**config.mk**
```make
export PLATFORM = sky130hd
export DESIGN_NAME = imem_loader
export DESIGN_NICKNAME = d
export VERILOG_FILES = /design/src/rtl/imem_loader_pkg.sv /design/src/rtl/imem_loader_word_pack.sv /design/src/rtl/imem_loader.sv
export SDC_FILE = /design/constraint.sdc
export NUM_CORES = 1
export LEC_CHECK = 0
export BUFFER_PORTS_ARGS = -buffer_cell sky130_fd_sc_hd__buf_2
export CORE_ASPECT_RATIO = 0.5
export CORE_MARGIN = 2
export CORE_UTILIZATION = 46
export DETAILED_ROUTE_END_ITERATION = 6
export PLACE_DENSITY_LB_ADDON = 0.2
export REMOVE_ABC_BUFFERS = 1
export SETUP_SLACK_MARGIN = 0.3
export SYNTH_ARGS = -nofsm -noshare
export SYNTH_HDL_FRONTEND = slang
export SYNTH_SLANG_ARGS = --single-unit
```
**constraint.sdc**
```tcl
create_clock -name clk -period 2.8 [get_ports clk]
set_clock_uncertainty 0.1 [all_clocks]
set_input_delay 0.56 -clock clk [delete_from_list [all_inputs] [get_ports clk]]
set_output_delay 0.56 -clock clk [all_outputs]
set_load 0.01 [all_outputs]
```
**src/rtl/imem_loader_pkg.sv**
```systemverilog
// Shared loader definitions: state encodings and frame geometry.
// Used by imem_loader and ldr_word_pack.
package imem_loader_pkg;

  localparam int LDR_HDR_BYTES  = 2;
  localparam int LDR_WORD_BYTES = 4;
  localparam int LDR_BCNT_W     = $clog2(LDR_WORD_BYTES);

  typedef enum logic [2:0] {
    LDR_S_HDR0 = 3'd0,
    LDR_S_HDR1 = 3'd1,
    LDR_S_DATA = 3'd2,
    LDR_S_WR   = 3'd3,
    LDR_S_CHK  = 3'd4,
    LDR_S_DONE = 3'd5,
    LDR_S_ERR  = 3'd6
  } ldr_state_e;

endpackage

```
**src/rtl/imem_loader_word_pack.sv**
```systemverilog
// Packs accepted bytes MSB-first into a 32-bit word; word_vld_o strobes
// combinationally on the cycle the last byte of a word is accepted.
module ldr_word_pack
  import imem_loader_pkg::*;
(
  input  logic        clk,
  input  logic        reset,
  input  logic        byte_acc_i,
  input  logic [7:0]  byte_i,
  output logic        word_vld_o,
  output logic [31:0] word_o
);

  logic [23:0]           shift_q, shift_d;
  logic [LDR_BCNT_W-1:0] cnt_q, cnt_d;

  always_comb begin
    shift_d = shift_q;
    cnt_d   = cnt_q;
    if (byte_acc_i) begin
      shift_d = {shift_q[15:0], byte_i};
      cnt_d   = cnt_q + 1'b1;
    end
  end

  assign word_vld_o = byte_acc_i && (cnt_q == LDR_BCNT_W'(LDR_WORD_BYTES - 1));
  assign word_o     = {shift_q, byte_i};

  always_ff @(posedge clk) begin
    if (!reset) begin
      shift_q <= '0;
      cnt_q   <= '0;
    end else begin
      shift_q <= shift_d;
      cnt_q   <= cnt_d;
    end
  end

endmodule

```
**src/rtl/imem_loader.sv**
```systemverilog
// Host byte stream -> instr_mem write port loader, holds the core until loaded.
// Optional trailing XOR checksum byte enabled by LDR_CHKSUM_EN.
module imem_loader
  import imem_loader_pkg::*;
#(
  parameter logic [31:0] BASE_ADDR = 32'h0000_0000,
  parameter int          MAX_WORDS = 1024
) (
  input  logic        clk,
  input  logic        reset,
  input  logic        byte_vld_ldr_i,
  input  logic [7:0]  byte_ldr_i,
  output logic        byte_rdy_ldr_o,
  output logic        wr_en_imem_ldr_o,
  output logic [31:0] addr_imem_ldr_o,
  output logic [31:0] wr_instr_imem_ldr_o,
  output logic        cpu_run_ldr_o,
  output logic        done_ldr_o,
  output logic        err_ldr_o
);

  localparam int          IDX_W       = $clog2(MAX_WORDS) + 1;
  localparam logic [31:0] MAX_WORDS_U = 32'(MAX_WORDS);
`ifdef LDR_CHKSUM_EN
  localparam ldr_state_e  S_LAST      = LDR_S_CHK;
`else
  localparam ldr_state_e  S_LAST      = LDR_S_DONE;
`endif

  ldr_state_e        state_q, state_d;
  logic [15:0]       n_q, n_d;
  logic [IDX_W-1:0]  idx_q, idx_d;
  logic [IDX_W-1:0]  idx_inc;
  logic              wr_en_q, wr_en_d;
  logic [31:0]       addr_q, addr_d;
  logic [31:0]       data_q, data_d;
  logic [15:0]       n_full;
  logic              byte_rdy;
  logic              byte_acc;
  logic              word_vld;
  logic [31:0]       word_packed;
`ifdef LDR_CHKSUM_EN
  logic [7:0]        xor_q, xor_d;
`endif

  // Ready is gated by reset so every output reads 0 while reset is held.
  assign byte_rdy = reset && (state_q == LDR_S_HDR0 || state_q == LDR_S_HDR1 ||
                              state_q == LDR_S_DATA || state_q == LDR_S_CHK);
  assign byte_acc = byte_vld_ldr_i && byte_rdy;
  assign n_full   = {n_q[15:8], byte_ldr_i};
  assign idx_inc  = idx_q + 1'b1;

  ldr_word_pack u_pack (
    .clk        (clk),
    .reset      (reset),
    .byte_acc_i (byte_acc && (state_q == LDR_S_DATA)),
    .byte_i     (byte_ldr_i),
    .word_vld_o (word_vld),
    .word_o     (word_packed)
  );

  always_comb begin
    state_d = state_q;
    n_d     = n_q;
    idx_d   = idx_q;
    wr_en_d = 1'b0;
    addr_d  = addr_q;
    data_d  = data_q;
`ifdef LDR_CHKSUM_EN
    xor_d   = xor_q;
    if (byte_acc && state_q != LDR_S_CHK) xor_d = xor_q ^ byte_ldr_i;
`endif
    case (state_q)
      LDR_S_HDR0: begin
        if (byte_acc) begin
          n_d     = {byte_ldr_i, 8'h00};
          state_d = LDR_S_HDR1;
        end
      end
      LDR_S_HDR1: begin
        if (byte_acc) begin
          n_d = n_full;
          if (n_full == 16'd0)                  state_d = S_LAST;
          else if ({16'd0, n_full} > MAX_WORDS_U) state_d = LDR_S_ERR;
          else                                  state_d = LDR_S_DATA;
        end
      end
      LDR_S_DATA: begin
        // Write strobe is registered, so it is high exactly for the WR cycle.
        if (word_vld) begin
          wr_en_d = 1'b1;
          addr_d  = BASE_ADDR + (32'(idx_q) << 2);
          data_d  = word_packed;
          state_d = LDR_S_WR;
        end
      end
      LDR_S_WR: begin
        idx_d   = idx_inc;
        state_d = (32'(idx_inc) == 32'(n_q)) ? S_LAST : LDR_S_DATA;
      end
`ifdef LDR_CHKSUM_EN
      LDR_S_CHK: begin
        if (byte_acc) state_d = (byte_ldr_i == xor_q) ? LDR_S_DONE : LDR_S_ERR;
      end
`endif
      LDR_S_DONE: state_d = LDR_S_DONE;
      LDR_S_ERR:  state_d = LDR_S_ERR;
      default:    state_d = LDR_S_ERR;
    endcase
  end

  always_ff @(posedge clk) begin
    if (!reset) begin
      state_q <= LDR_S_HDR0;
      n_q     <= '0;
      idx_q   <= '0;
      wr_en_q <= 1'b0;
      addr_q  <= '0;
      data_q  <= '0;
`ifdef LDR_CHKSUM_EN
      xor_q   <= '0;
`endif
    end else begin
      state_q <= state_d;
      n_q     <= n_d;
      idx_q   <= idx_d;
      wr_en_q <= wr_en_d;
      addr_q  <= addr_d;
      data_q  <= data_d;
`ifdef LDR_CHKSUM_EN
      xor_q   <= xor_d;
`endif
    end
  end

  assign byte_rdy_ldr_o      = byte_rdy;
  assign wr_en_imem_ldr_o    = wr_en_q;
  assign addr_imem_ldr_o     = addr_q;
  assign wr_instr_imem_ldr_o = data_q;
  assign done_ldr_o          = (state_q == LDR_S_DONE);
  assign cpu_run_ldr_o       = (state_q == LDR_S_DONE);
  assign err_ldr_o           = (state_q == LDR_S_ERR);

endmodule

```
==> impl_metrics.py <==
metrics = {
    "synthesis": {
        "syn_avg_cell_area_um2": 8.26,
        "yosysWarnings": 0,
        "synth.distinct_cells": 51,
        "synth-edff-count": 0,
        "synth_area_um2": 4400,
        "synthArstFlopShare": 0,
        "netlist.area_leader.share": 0.455,
        "ys_seq_area_frac": 0.455,
        "synthTopCellsByArea": "dfxtp_1 45%, nand2_1 14%, a21boi_1 7.3%",
        "syn_inst": 533,
        "synth-seq-cells": 100,
        "yosysTopAreaCell": "dfxtp_1",
        "yosys_most_used_dff": "dfxtp_1",
    },
    "drt": {
        "ant_nets": 0,
        "drtIter0Drc": 172,
        "drcViolationCount": 0,
        "drtPass1Iterations": 5,
        "wl_per_cell_um": 12.7,
        "wl_um": 8910,
        "vias": 3473,
        "vias_per_cell": 4.95,
    },
    "clocking": {
        "cts_resized": 0,
        "clk_pin_slew_worst_paths_ns": 0.07,
        "cts_tree": "yes",
        "cts_hold_buf": 0,
        "cts-htree-levels": 3,
        "cts_setup_buffers": 0,
        "cts_buffers": 9,
        "root_buffer": "clkbuf_16",
        "cts_max_path_buffers": 2,
        "cts_num_sinks": 100,
        "clock_latency_ns": 0.35,
    },
    "cells_and_area": {
        "antenna_cells": 0,
        "syn2layout_area_growth_pct": 12.6,
        "layoutNonFillerInstCount": 701,
        "nets": 588,
        "drive_gt1_frac": 0.171,
    },
    "worst_setup_path": {
        "rr_endpoint": "state_q[2]",
        "reg2reg_slack_ns": 0.58,
        "crit_path_max_fanout": 6,
        "rr_startpoint": "idx_q[0]",
        "slowest_stage": "dfxtp_1",
        "worstRegToRegCells": 7,
        "cp_num_buf_inv": 0,
        "crit_type": "flip-flop to flip-flop",
        "crit_chain": "ha_1, nand3_1, nor3_1, xnor2_1, o211ai_1, nor4_2, o31a_1",
        "arrival_ns": 2.41,
        "endpoint_kind": "flip-flop",
        "start_kind": "flip-flop",
        "slowest_delay_ns": 0.46,
        "required_ns": 2.99,
        "critPathTopFamily": "simple AND/OR/NAND/NOR gates",
    },
    "floorplanning": {
        "die_h_um": 73.2,
        "core_um2": 9380,
        "ioPinCount": 80,
        "die-area_um2": 10400,
        "start_util": 0.469,
        "die_x_um": 142,
        "core.rowCount": 25,
    },
    "place": {
        "port_buffers": 58,
        "dp.cells": 685,
        "post-dp-hpwl_um": 5950,
        "gp_congestion": 0.825,
    },
    "timing": {
        "grt_setup_unrepaired": "false",
        "max_freq_ghz": 0.451,
        "fin_crit_sh": 0.792,
        "fin_crit_ns": 2.22,
        "hold_violations": 0,
        "slew_violations": 0,
        "slew_headroom": 0.632,
        "hold_slack_ns": 0.348,
        "finalSetupViolations": 0,
        "timing_worst_slew_pin_value_ns": 0.551,
        "fin_setup_tns_ns": 0,
    },
    "global_routing": {
        "grt-ovfl-total": 0,
        "grt_pass1_wl_um": 15200,
        "track_usage": 0.186,
        "grt_start_max_net_pins": 66,
        "grt_pass1_vias": 3218,
        "antenna_found_initial": 0,
    },
    "power": {
        "irDropWorstVdd_v": 0.000310,
        "power_density_nw_per_um2": 571,
        "leakage_nw": 2.09,
        "power_mw": 2.83,
    },
    "worst_hold_path": {
        "hp-class": "flip-flop to flip-flop",
        "hold_path_depth": 2,
        "min_to": "addr_imem_ldr_o[7]",
        "hold_start": "addr_imem_ldr_o[7]",
    },
    "outcome": {
        "outcome": "completed",
    },
    "job": {
        "cap_violations": 0,
    },
}
## flip-flops by register name (all words and copies together) (netlist names)
name	count
wr_en_imem_ldr_o	1
u_pack.shift_q	24
u_pack.cnt_q	2
n_q	16
wr_instr_imem_ldr_o	32
addr_imem_ldr_o	11
state_q	3
idx_q	11
## per-layer routing
metal,vias up,wire [um],GRT usage
met1,1590,4530,0.245
met2,64,3940,0.303
met3,10,366,0.0472
met4,0,76,0.0627
li1,1809,-,-
met5,-,0,0
## tightest hold or removal path, stage by stage (launching register included)
cell	delay, ns
dfxtp_1	0.31
nand2_1	0.05
a21boi_1	0.05
## layout by cell type, fill, tap and decap left out, types with 3 or more instances in the layout
cell type | Yosys | final
a21boi_0 | 24 | 24
a21boi_1 | 43 | 43
a21oi_1 | 3 | 3
and2_1 | 8 | 8
and3_1 | 3 | 3
buf_2 | 5 | 58
buf_4 | 26 | 7
clkbuf_16 | 0 | 9
conb_1 | 1 | 21
dfxtp_1 | 100 | 100
inv_6 | 0 | 3
nand2_1 | 163 | 163
nand3_1 | 38 | 38
nor2_1 | 9 | 9
nor2b_1 | 3 | 3
nor3_1 | 4 | 4
nor4_1 | 3 | 3
o21ai_0 | 17 | 17
or3_1 | 4 | 4
xnor2_1 | 10 | 10
xor2_1 | 11 | 11
## report_power, final
group / total [mW] / switching [mW] / internal (mW)
Sequential: 1.45 / 0.0151 / 1.44
Clock: 1.22 / 0.573 / 0.643
Combinational: 0.163 / 0.105 / 0.0577
## area by class of cell
type,count,area (um^2)
fill,902,4420
sequential,100,2000
inverter,3,11.3
tap,121,151
clock inverter,6,52.6
clock buffer,10,239
multi-input combinational,395,2140
timing repair buffer,66,363
## Yosys cell counts, types with 2 or more instances
master and instances:
buf_2 5, o21ai_0 17, xnor2_1 10, buf_1 2, and2_1 8, a21boi_0 24, buf_6 2, xor2_1 11
inv_2 2, a21oi_1 3, nand2_2 2, nand2_1 163, nor3_1 4, ha_1 2, clkbuf_1 20, a21boi_1 43
buf_4 26, or3_1 4, nor2b_1 3, o21a_1 2, nand3_1 38, and3_1 3, o311a_1 2, nor4_1 3
nor2_1 9, dfxtp_1 100
## cells by family after synthesis
kind of cell | count (synthesis) | share of synthesized area
mux | 1 | 0.00227
buf+inv | 58 | 0.0764
fa+ha+maj | 2 | 0.00568
other cells | 1 | 0.000851
xor+xnor | 21 | 0.0418
flops | 100 | 0.455
compound gates | 98 | 0.157
simple gates | 252 | 0.261
## worst max path at each step
stage | cells after the start | slack, ns | start | endpoint
finish | 7 | 0.58 | idx_q[0] | state_q[2]
global route | 7 | 0.33 | idx_q[0] | state_q[2]
CTS | 7 | 0.55 | idx_q[0] | state_q[2]
detailed placement | 7 | 0.58 | idx_q[0] | state_q[2]
global placement | 7 | 0.62 | idx_q[0] | state_q[2]
floorplan | 7 | 0.02 | byte_vld_ldr_i | addr_imem_ldr_o[10]
## stage by stage
stage	area, um^2	setup WS, ns	utilization
after floorplan	4150	0.0193	-
after detailed placement	4670	0.580	0.497
final	4960	0.581	0.529
after global routing	4960	0.325	0.529
after global placement	4670	0.617	0.497
after CTS	4960	0.553	0.529
No activity file was read; power rests on OpenSTA's default activity.
